## src/rtl/ab_seq_detector.sv

```systemverilog
// Multi-channel "a-then-b" sequence detector: per channel a 2-flop synchroniser,
// rising-edge detect, IDLE/ARMED/HIT FSM with a timeout window and a saturating hit counter.
module ab_seq_detector #(
    parameter int N_CH   = 2,
    parameter int WINDOW = 8,
    parameter int CNT_W  = 8,
    parameter bit STRICT = 1'b1
) (
    input  logic                  clk,
    input  logic                  reset,
    input  logic [N_CH-1:0]       a,
    input  logic [N_CH-1:0]       b,
    input  logic                  clr,
    output logic [N_CH-1:0]       c,
    output logic [2*N_CH-1:0]     state_dbg,
    output logic [N_CH*CNT_W-1:0] hit_cnt
);

    localparam int TMR_W = $clog2(WINDOW + 1);

    typedef enum logic [1:0] {
        ST_IDLE  = 2'b00,
        ST_ARMED = 2'b01,
        ST_HIT   = 2'b10,
        ST_BAD   = 2'b11
    } state_t;

    genvar gi;
    generate
        for (gi = 0; gi < N_CH; gi++) begin : g_ch
            // bit 0 is the metastability stage, bit 1 the synchronised level
            logic [1:0]       a_sync_reg, b_sync_reg;
            logic             a_d_reg, b_d_reg;
            logic             a_rise, b_rise;
            state_t           state_reg, state_next;
            logic [TMR_W-1:0] timer_reg, timer_next;
            logic [CNT_W-1:0] cnt_reg;

            always_ff @(posedge clk or negedge reset) begin
                if (!reset) begin
                    a_sync_reg <= '0;
                    b_sync_reg <= '0;
                    a_d_reg    <= 1'b0;
                    b_d_reg    <= 1'b0;
                end else begin
                    a_sync_reg <= {a_sync_reg[0], a[gi]};
                    b_sync_reg <= {b_sync_reg[0], b[gi]};
                    a_d_reg    <= a_sync_reg[1];
                    b_d_reg    <= b_sync_reg[1];
                end
            end

            assign a_rise = a_sync_reg[1] & ~a_d_reg;
            assign b_rise = b_sync_reg[1] & ~b_d_reg;

            always_ff @(posedge clk or negedge reset) begin
                if (!reset) begin
                    state_reg <= ST_IDLE;
                    timer_reg <= '0;
                end else begin
                    state_reg <= state_next;
                    timer_reg <= timer_next;
                end
            end

            // Timer loads WINDOW-1 on arming so ARMED lasts exactly WINDOW cycles.
            always_comb begin
                state_next = state_reg;
                timer_next = timer_reg;
                case (state_reg)
                    ST_IDLE: begin
                        if (a_rise && b_rise && !STRICT) begin
                            state_next = ST_HIT;
                        end else if (a_rise) begin
                            state_next = ST_ARMED;
                            timer_next = TMR_W'(WINDOW - 1);
                        end
                    end
                    ST_ARMED: begin
                        if (b_rise) begin
                            state_next = ST_HIT;
                        end else if (a_rise) begin
                            timer_next = TMR_W'(WINDOW - 1);
                        end else if (timer_reg == '0) begin
                            state_next = ST_IDLE;
                        end else begin
                            timer_next = timer_reg - TMR_W'(1);
                        end
                    end
                    ST_HIT:  state_next = ST_IDLE;
                    default: state_next = ST_IDLE;
                endcase
            end

            // Clear outranks a same-edge increment; count sticks at all-ones.
            always_ff @(posedge clk or negedge reset) begin
                if (!reset) begin
                    cnt_reg <= '0;
                end else if (clr) begin
                    cnt_reg <= '0;
                end else if (state_next == ST_HIT && cnt_reg != '1) begin
                    cnt_reg <= cnt_reg + CNT_W'(1);
                end
            end

            assign c[gi]                        = (state_reg == ST_HIT);
            assign state_dbg[2*gi +: 2]         = state_reg;
            assign hit_cnt[CNT_W*gi +: CNT_W]   = cnt_reg;
        end
    endgenerate

endmodule

```

## config.mk

```make
export PLATFORM = sky130hd
export DESIGN_NAME = ab_seq_detector
export DESIGN_NICKNAME = d
export VERILOG_FILES = /design/src/rtl/ab_seq_detector.sv
export SDC_FILE = /design/constraint.sdc
export NUM_CORES = 1
export LEC_CHECK = 0
export CAP_MARGIN = 25
export CORE_MARGIN = 1
export CORE_UTILIZATION = 40
export CTS_CLUSTER_DIAMETER = 80
export DETAILED_ROUTE_END_ITERATION = 6
export HOLD_SLACK_MARGIN = 0.06
export PLACE_DENSITY = 0.68
export SYNTH_ARGS = -nofsm -noshare
export SYNTH_HDL_FRONTEND = slang
export SYNTH_SLANG_ARGS = --single-unit
```

## constraint.sdc

```tcl
create_clock -name clk -period 2.3 [get_ports clk]
set_input_delay 0.345 -clock clk [delete_from_list [all_inputs] [get_ports clk]]
set_output_delay 0.345 -clock clk [all_outputs]
set_load 0.05 [all_outputs]
```

==> run_results.csv, run 1 <==
group,metric,value,unit
critical_path,timing.critical_path.fanout_max,6,
clock_network,cts_setup_buffers,0,
clock_network,clkSlewWorstSetupHoldPaths,70,ps
place,dp.final_hpwl,2.27,mm
pwr,irDropWorstVdd,308,µV
global_route,grt_start_max_net_pins,41,
global_route,number_of_antenna_violations_at_the_first_check_in_global_routing,0,
critical_path,critPathArrivalTime,1720,ps
logic_synthesis,yosys_warnings,0,
cells_and_area,mostFrequentLayoutCell,"dfrtp_1",
logic_synthesis,syn_inst,156,
place,port_buffers,28,
clock_network,cts_inserted_buffers,5,
route,final_antenna_net_count,0,
route,drt-vias-per-instance,5.33,
critical_path,worstSetupEndpointType,"output port",
die,die_x,69.4,µm
status,outcome,"complete, no violations",
critical_path,critical_r2r_launch,"g_ch[0].timer_reg[0]$_DFFE_PN0P_",
clock_network,cts_resized,0,
timing,report.final.hold_viol_count,0,
critical_path,timing.critical_path.max_delay_family,"buffers and inverters",
timing,timing.final.setup_violations,0,
die,die_h,69.4,µm
timing,final_max_slew_viol_count,0,
timing,period_minus_slack,2070,ps
die,dieArea,4820,µm²
die,io_pins,29,
cells_and_area,largest_register_ffs,16,
pwr,power.density,804,nW/µm²
critical_path,max_stage_delay,790,ps
place,place_congestion,0.851,
critical_path,timing.critical_path.cells,"and2b_1, clkdlybuf4s50_1",
die,core_area,4350,µm²
logic_synthesis,syn-num-nets,167,
critical_path,worst_r2r_endpoint,"g_ch[0].timer_reg[1]$_DFFE_PN0P_",
place,place.detailed.instances,235,
route,drt_first_iter_violations,38,
logic_synthesis,synth-seq-cells,40,
logic_synthesis,syn_area_per_cell,11.6,µm²
critical_path,timing.critical_path.from_type,"flip-flop",
timing,tightest_slew,849,ps
global_route,all_layer_global_routing_usage,15.1,%
route,vias,1296,
clock_network,count_of_h_tree_levels_built_during_cts,2,
critical_path,worst-r2r-cell-count,6,
cells_and_area,final_design_area_no_fill,2250,µm²
cells_and_area,final_nets,201,
cells_and_area,diodes,0,
critical_path,cp_data_required_time,1960,ps
place,placed_cell_area,2160,µm²
route,post_drt_wl_per_cell,13.1,µm
timing,setup_repair_after_global_routing_missed_its_margin,"no",
pwr,power,1.81,mW
logic_synthesis,synth_sequential_area_ratio,55.1,%
cells_and_area,final_layout_size_suffix_gt1_share,11.0,%
clock_network,tritoncts,"yes",
hold_path,min_path_type,"primary input to asynchronous set/reset pin",
clock_network,clockRootBuffer,"clkbuf_8",
global_route,first_global_vias,1298,
timing,relSlewSlack,43.4,%
route,drc_errors,0,
cells_and_area,finish.cell_count_without_fillers,243,
route,drtPass1Iterations,4,
timing,clock.fmax,483,MHz
cells_and_area,layout-area-overhead-vs-synth,24.1,%
global_route,grt_pass1_wl,5.75,mm
critical_path,critical_path.n_buffers_inverters,1,
global_route,total_congestion_overflow,0,
route,wl,3.17,mm
critical_path,regToRegSetupSlack,520,ps
pwr,leakage,0.987,nW
logic_synthesis,netlist_area,1820,µm²
cells_and_area,most-common-layout-cells,"dfrtp_1, clkdlybuf4s50_1, nor2_1",
clock_network,clock_path_buffers,2,
logic_synthesis,synthDistinctLibCells,44,
critical_path,criticalPathCategory,"flip-flop to output port",
critical_path,critical_path.slowest_cell,"clkdlybuf4s50_1",
clock_network,clkLatencyLatePin,290,ps
timing,worst_clock_skew,2.11,ps
run,maxCapViolCount,0,
timing,fin_setup_tns,0,ps
die,start_util,41.7,%
clock_network,clock_sinks,40,
clock_network,postCtsHoldBufs,0,
timing,final_period_util,89.9,%
die,num_rows,24,
-- metal layers --
layer	up-vias	global-route usage, %	routed length, µm
met4	0	6.80	60
li1	630	-	-
met3	6	4.65	128
met5	-	0	0
met2	24	22.9	1480
met1	636	20.0	1500
-- through the flow --
| step | utilization [%] | worst slack (ps) | hold WS, ps |
|---|---|---|---|
| finish | 51.8 | 232 | 157 |
| global route | 51.8 | 171 | 216 |
| CTS | 51.8 | 209 | 196 |
| detailed placement | 49.7 | 510 | 335 |
| global placement | 49.7 | 552 | 332 |
| floorplan | - | 519 | 49.4 |
-- final cells by class --
cell class / count / area, µm²
fillers: 390 / 2100
inverters: 8 / 30.0
clock buffers: 6 / 82.6
well taps: 52 / 65.1
repair buffers: 31 / 298
clock inverters: 2 / 10.0
multi-input cells: 104 / 768
flip-flops and latches: 40 / 1000
-- where the power goes --
| group | leakage (nW) | internal [mW] | switching [mW] |
|---|---|---|---|
| registers | 0.500 | 0.788 | 0.0920 |
| logic | 0.436 | 0.194 | 0.273 |
| clock network | 0.0510 | 0.239 | 0.228 |
| total | 0.987 | 1.22 | 0.593 |
-- synth_stat cells (all sizes together) --
cell	number	area share (%)
ha	4	2.8
mux2	2	1.2
a22oi	1	0.69
or3	3	1.0
nor2b	5	1.7
o2111ai	4	1.9
o21ai	4	1.1
a21o	1	0.41
a221o	1	0.55
o211ai	5	2.1
nor4	1	0.34
and3	4	1.4
a221oi	1	0.83
mux2i	2	1.1
dfrtp	40	55
nor4bb	2	1.1
a31oi	1	0.34
xor2	13	6.3
nand4	3	1.0
buf	3	0.76
o31a	1	0.48
and2b	2	0.96
o211a	1	0.55
o41ai	2	0.96
o31ai	4	2.7
clkbuf	1	0.21
and4	2	0.96
inv	8	1.7
nand3	6	1.7
or4	2	1.0
o22a	1	0.48
and2	3	1.0
nand2	5	1.2
nor2	16	3.3
nand2b	2	1.1
-- worst max path at each step --
stage / to / cells after the start / startpoint
after detailed placement: g_ch[0].timer_reg[1]$_DFFE_PN0P_ / 6 / g_ch[0].timer_reg[0]$_DFFE_PN0P_
after global placement: c[0] / 2 / g_ch[0].state_reg[0]$_DFF_PN0_
after floorplan: c[1] / 1 / g_ch[1].state_reg[1]$_DFF_PN0_
final: c[0] / 2 / g_ch[0].state_reg[0]$_DFF_PN0_
after global routing: c[0] / 2 / g_ch[0].state_reg[0]$_DFF_PN0_
after CTS: c[0] / 2 / g_ch[0].state_reg[0]$_DFF_PN0_
-- cell families after synthesis --
family / count (synthesis) / share of synthesized area, %
simple gates: 56 / 17.8
buf+inv: 12 / 2.62
mux: 4 / 2.34
xor+xnor: 13 / 6.27
fa+ha+maj: 4 / 2.75
compound gates: 27 / 13.1
flops: 40 / 55.1
Note: power is estimated with default switching activity, not from simulation.
==> run 2, diff against run 1 <==
--- a/config.mk
+++ b/config.mk
@@ -5,7 +5,6 @@
 export SDC_FILE = /design/constraint.sdc
 export NUM_CORES = 1
 export LEC_CHECK = 0
-export CAP_MARGIN = 25
 export CORE_MARGIN = 1
 export CORE_UTILIZATION = 40
 export CTS_CLUSTER_DIAMETER = 80
==> results of run 2 <==
The final DEF is identical to that of run 1; final timing and power are the same.
==> run 3, diff against run 2 <==
==> constraint.sdc (replaced) <==
create_clock -name clk -period 2.4 [get_ports clk]
set_input_delay 0.36 -clock clk [delete_from_list [all_inputs] [get_ports clk]]
set_output_delay 0.36 -clock clk [all_outputs]
set_load 0.05 [all_outputs]
==> run 3 against run 2 <==
  * Combinational power decreased by 4%
  * Core utilization did not move
  * Non-clock buffer count did not move
  * Sequential power fell by 4.1%
  * First-iteration DRC count fell by 7.9%
  * Critical path depth stayed put
  * Largest power group unchanged
  * Clock power fell by 3%
  * Global-route usage rose by 0.38 points
  * Highest routed layer unchanged
  * Worst setup slack improved by 83 ps
  * Final cell count is the same
==> run_results.csv, run 3 (synthesis results as in run 1) <==
group,metric,value,unit
status,outcome,"complete, no violations",
timing,final_max_slew_viol_count,0,
route,drtPass1Iterations,5,
clock_network,cts_resized,0,
pwr,switching_power,0.574,mW
clock_network,clock_path_buffers,2,
die,num_rows,24,
timing,tightest_slew,840,ps
critical_path,timing.critical_path.fanout_max,6,
critical_path,worstSetupEndpointType,"output port",
cells_and_area,mostFrequentLayoutCell,"dfrtp_1",
pwr,power,1.74,mW
critical_path,worst_r2r_endpoint,"g_ch[1].timer_reg[1]$_DFFE_PN0P_",
critical_path,cp_data_required_time,2040,ps
timing,period_minus_slack,2090,ps
clock_network,cts_setup_buffers,0,
place,placed_cell_area,2160,µm²
die,dieArea,4820,µm²
cells_and_area,largest_register_ffs,16,
die,die_h,69.4,µm
place,place_congestion,0.849,
cells_and_area,final_design_area_no_fill,2250,µm²
timing,relSlewSlack,44.0,%
timing,timing.final.setup_violations,0,
pwr,cell_internal_pwr,1.17,mW
die,core_area,4350,µm²
route,vias,1314,
route,post_drt_wl_per_cell,13.3,µm
clock_network,clockRootBuffer,"clkbuf_8",
die,die_x,69.4,µm
route,drt_first_iter_violations,35,
timing,clock.fmax,479,MHz
place,place.detailed.instances,235,
clock_network,clock_sinks,40,
timing,fin_setup_tns,0,ps
global_route,first_global_vias,1369,
pwr,power.density,773,nW/µm²
cells_and_area,diodes,0,
route,drc_errors,0,
clock_network,count_of_h_tree_levels_built_during_cts,2,
route,wl,3.24,mm
clock_network,clkSlewWorstSetupHoldPaths,80,ps
critical_path,timing.critical_path.from_type,"flip-flop",
clock_network,cts_inserted_buffers,5,
global_route,number_of_antenna_violations_at_the_first_check_in_global_routing,0,
place,port_buffers,28,
timing,setup_repair_after_global_routing_missed_its_margin,"no",
global_route,grt_pass1_wl,5.89,mm
place,dp.final_hpwl,2.35,mm
route,final_antenna_net_count,0,
pwr,clock_power_share,25.8,%
pwr,irDropWorstVdd,373,µV
cells_and_area,most-common-layout-cells,"dfrtp_1, clkdlybuf4s50_1, nor2_1",
run,maxCapViolCount,0,
critical_path,crit_path_end,"c[1]",
global_route,all_layer_global_routing_usage,15.5,%
critical_path,regToRegSetupSlack,580,ps
timing,report.final.hold_viol_count,0,
cells_and_area,finish.cell_count_without_fillers,243,
die,io_pins,29,
cells_and_area,final_layout_size_suffix_gt1_share,11.0,%
die,start_util,41.7,%
clock_network,clkLatencyLatePin,290,ps
pwr,power.switching_fraction,32.9,%
timing,worst_clock_skew,9.92,ps
clock_network,tritoncts,"yes",
critical_path,timing.critical_path.from,"g_ch[1].state_reg[0]$_DFF_PN0_",
cells_and_area,final_nets,201,
timing,final_period_util,86.9,%
hold_path,min_path_type,"primary input to asynchronous set/reset pin",
cells_and_area,postLayoutCoreUtil,51.8,%
pwr,leakage,0.987,nW
critical_path,criticalPathCategory,"flip-flop to output port",
critical_path,worst-r2r-cell-count,7,
pwr,power.combinational.fraction,25.7,%
critical_path,critical_r2r_launch,"g_ch[1].timer_reg[0]$_DFFE_PN0P_",
global_route,grt_start_max_net_pins,41,
route,drt-vias-per-instance,5.41,
critical_path,critPathArrivalTime,1730,ps
pwr,p_seq_share,48.4,%
cells_and_area,layout-area-overhead-vs-synth,24.1,%
global_route,total_congestion_overflow,0,
clock_network,postCtsHoldBufs,0,
run 3: power groups by stage:
stage	combinational (mW)	sequential, mW	clock [mW]
4_1_cts	0.454	0.843	0.469
2_1_floorplan	0.245	0.915	0
3_3_place_gp	0.431	0.848	0
6_report	0.448	0.844	0.451
3_5_place_dp	0.453	0.855	0
5_1_grt	0.493	0.858	0.496
run 3: critical path: stages (launching register included):
cell and delay (ps):
dfrtp_1 460, nor2b_1 150, clkdlybuf4s50_1 810
run 3: worst min-delay path by stage:
stage                     cells past startpoint                             from  slack [ps]                              end
final                                         1                            reset         170   g_ch[1].state_reg[0]$_DFF_PN0_
after CTS                                     1                            reset         200   g_ch[1].state_reg[0]$_DFF_PN0_
after global placement                        0  g_ch[1].a_sync_reg[0]$_DFF_PN0_         330  g_ch[1].a_sync_reg[1]$_DFF_PN0_
after detailed placement                      0  g_ch[0].b_sync_reg[0]$_DFF_PN0_         340  g_ch[0].b_sync_reg[1]$_DFF_PN0_
after global routing                          1                            reset         240  g_ch[1].a_sync_reg[0]$_DFF_PN0_
after floorplan                               0                            reset          60        g_ch[0].a_d_reg$_DFF_PN0_
run 3: layer usage:
layer	track usage [%]	routed length [µm]
met4	10.4	89
met3	3.63	115
met1	19.2	1550
met5	0	0
met2	24.1	1490
run 3: layout make-up:
type / count / area (µm²)
clock inverter: 2 / 10.0
sequential: 40 / 1000
clock buffer: 6 / 82.6
fill: 386 / 2100
multi-input combinational: 104 / 768
inverter: 8 / 30.0
tap: 52 / 65.1
timing repair buffer: 31 / 298
run 3: metrics by stage:
stage          worst slack (ps)  hold slack (ps)
4_1_cts                     297              205
6_report                    314              170
5_1_grt                     245              241
3_5_place_dp                604              338
3_3_place_gp                636              334
2_1_floorplan               604             64.4
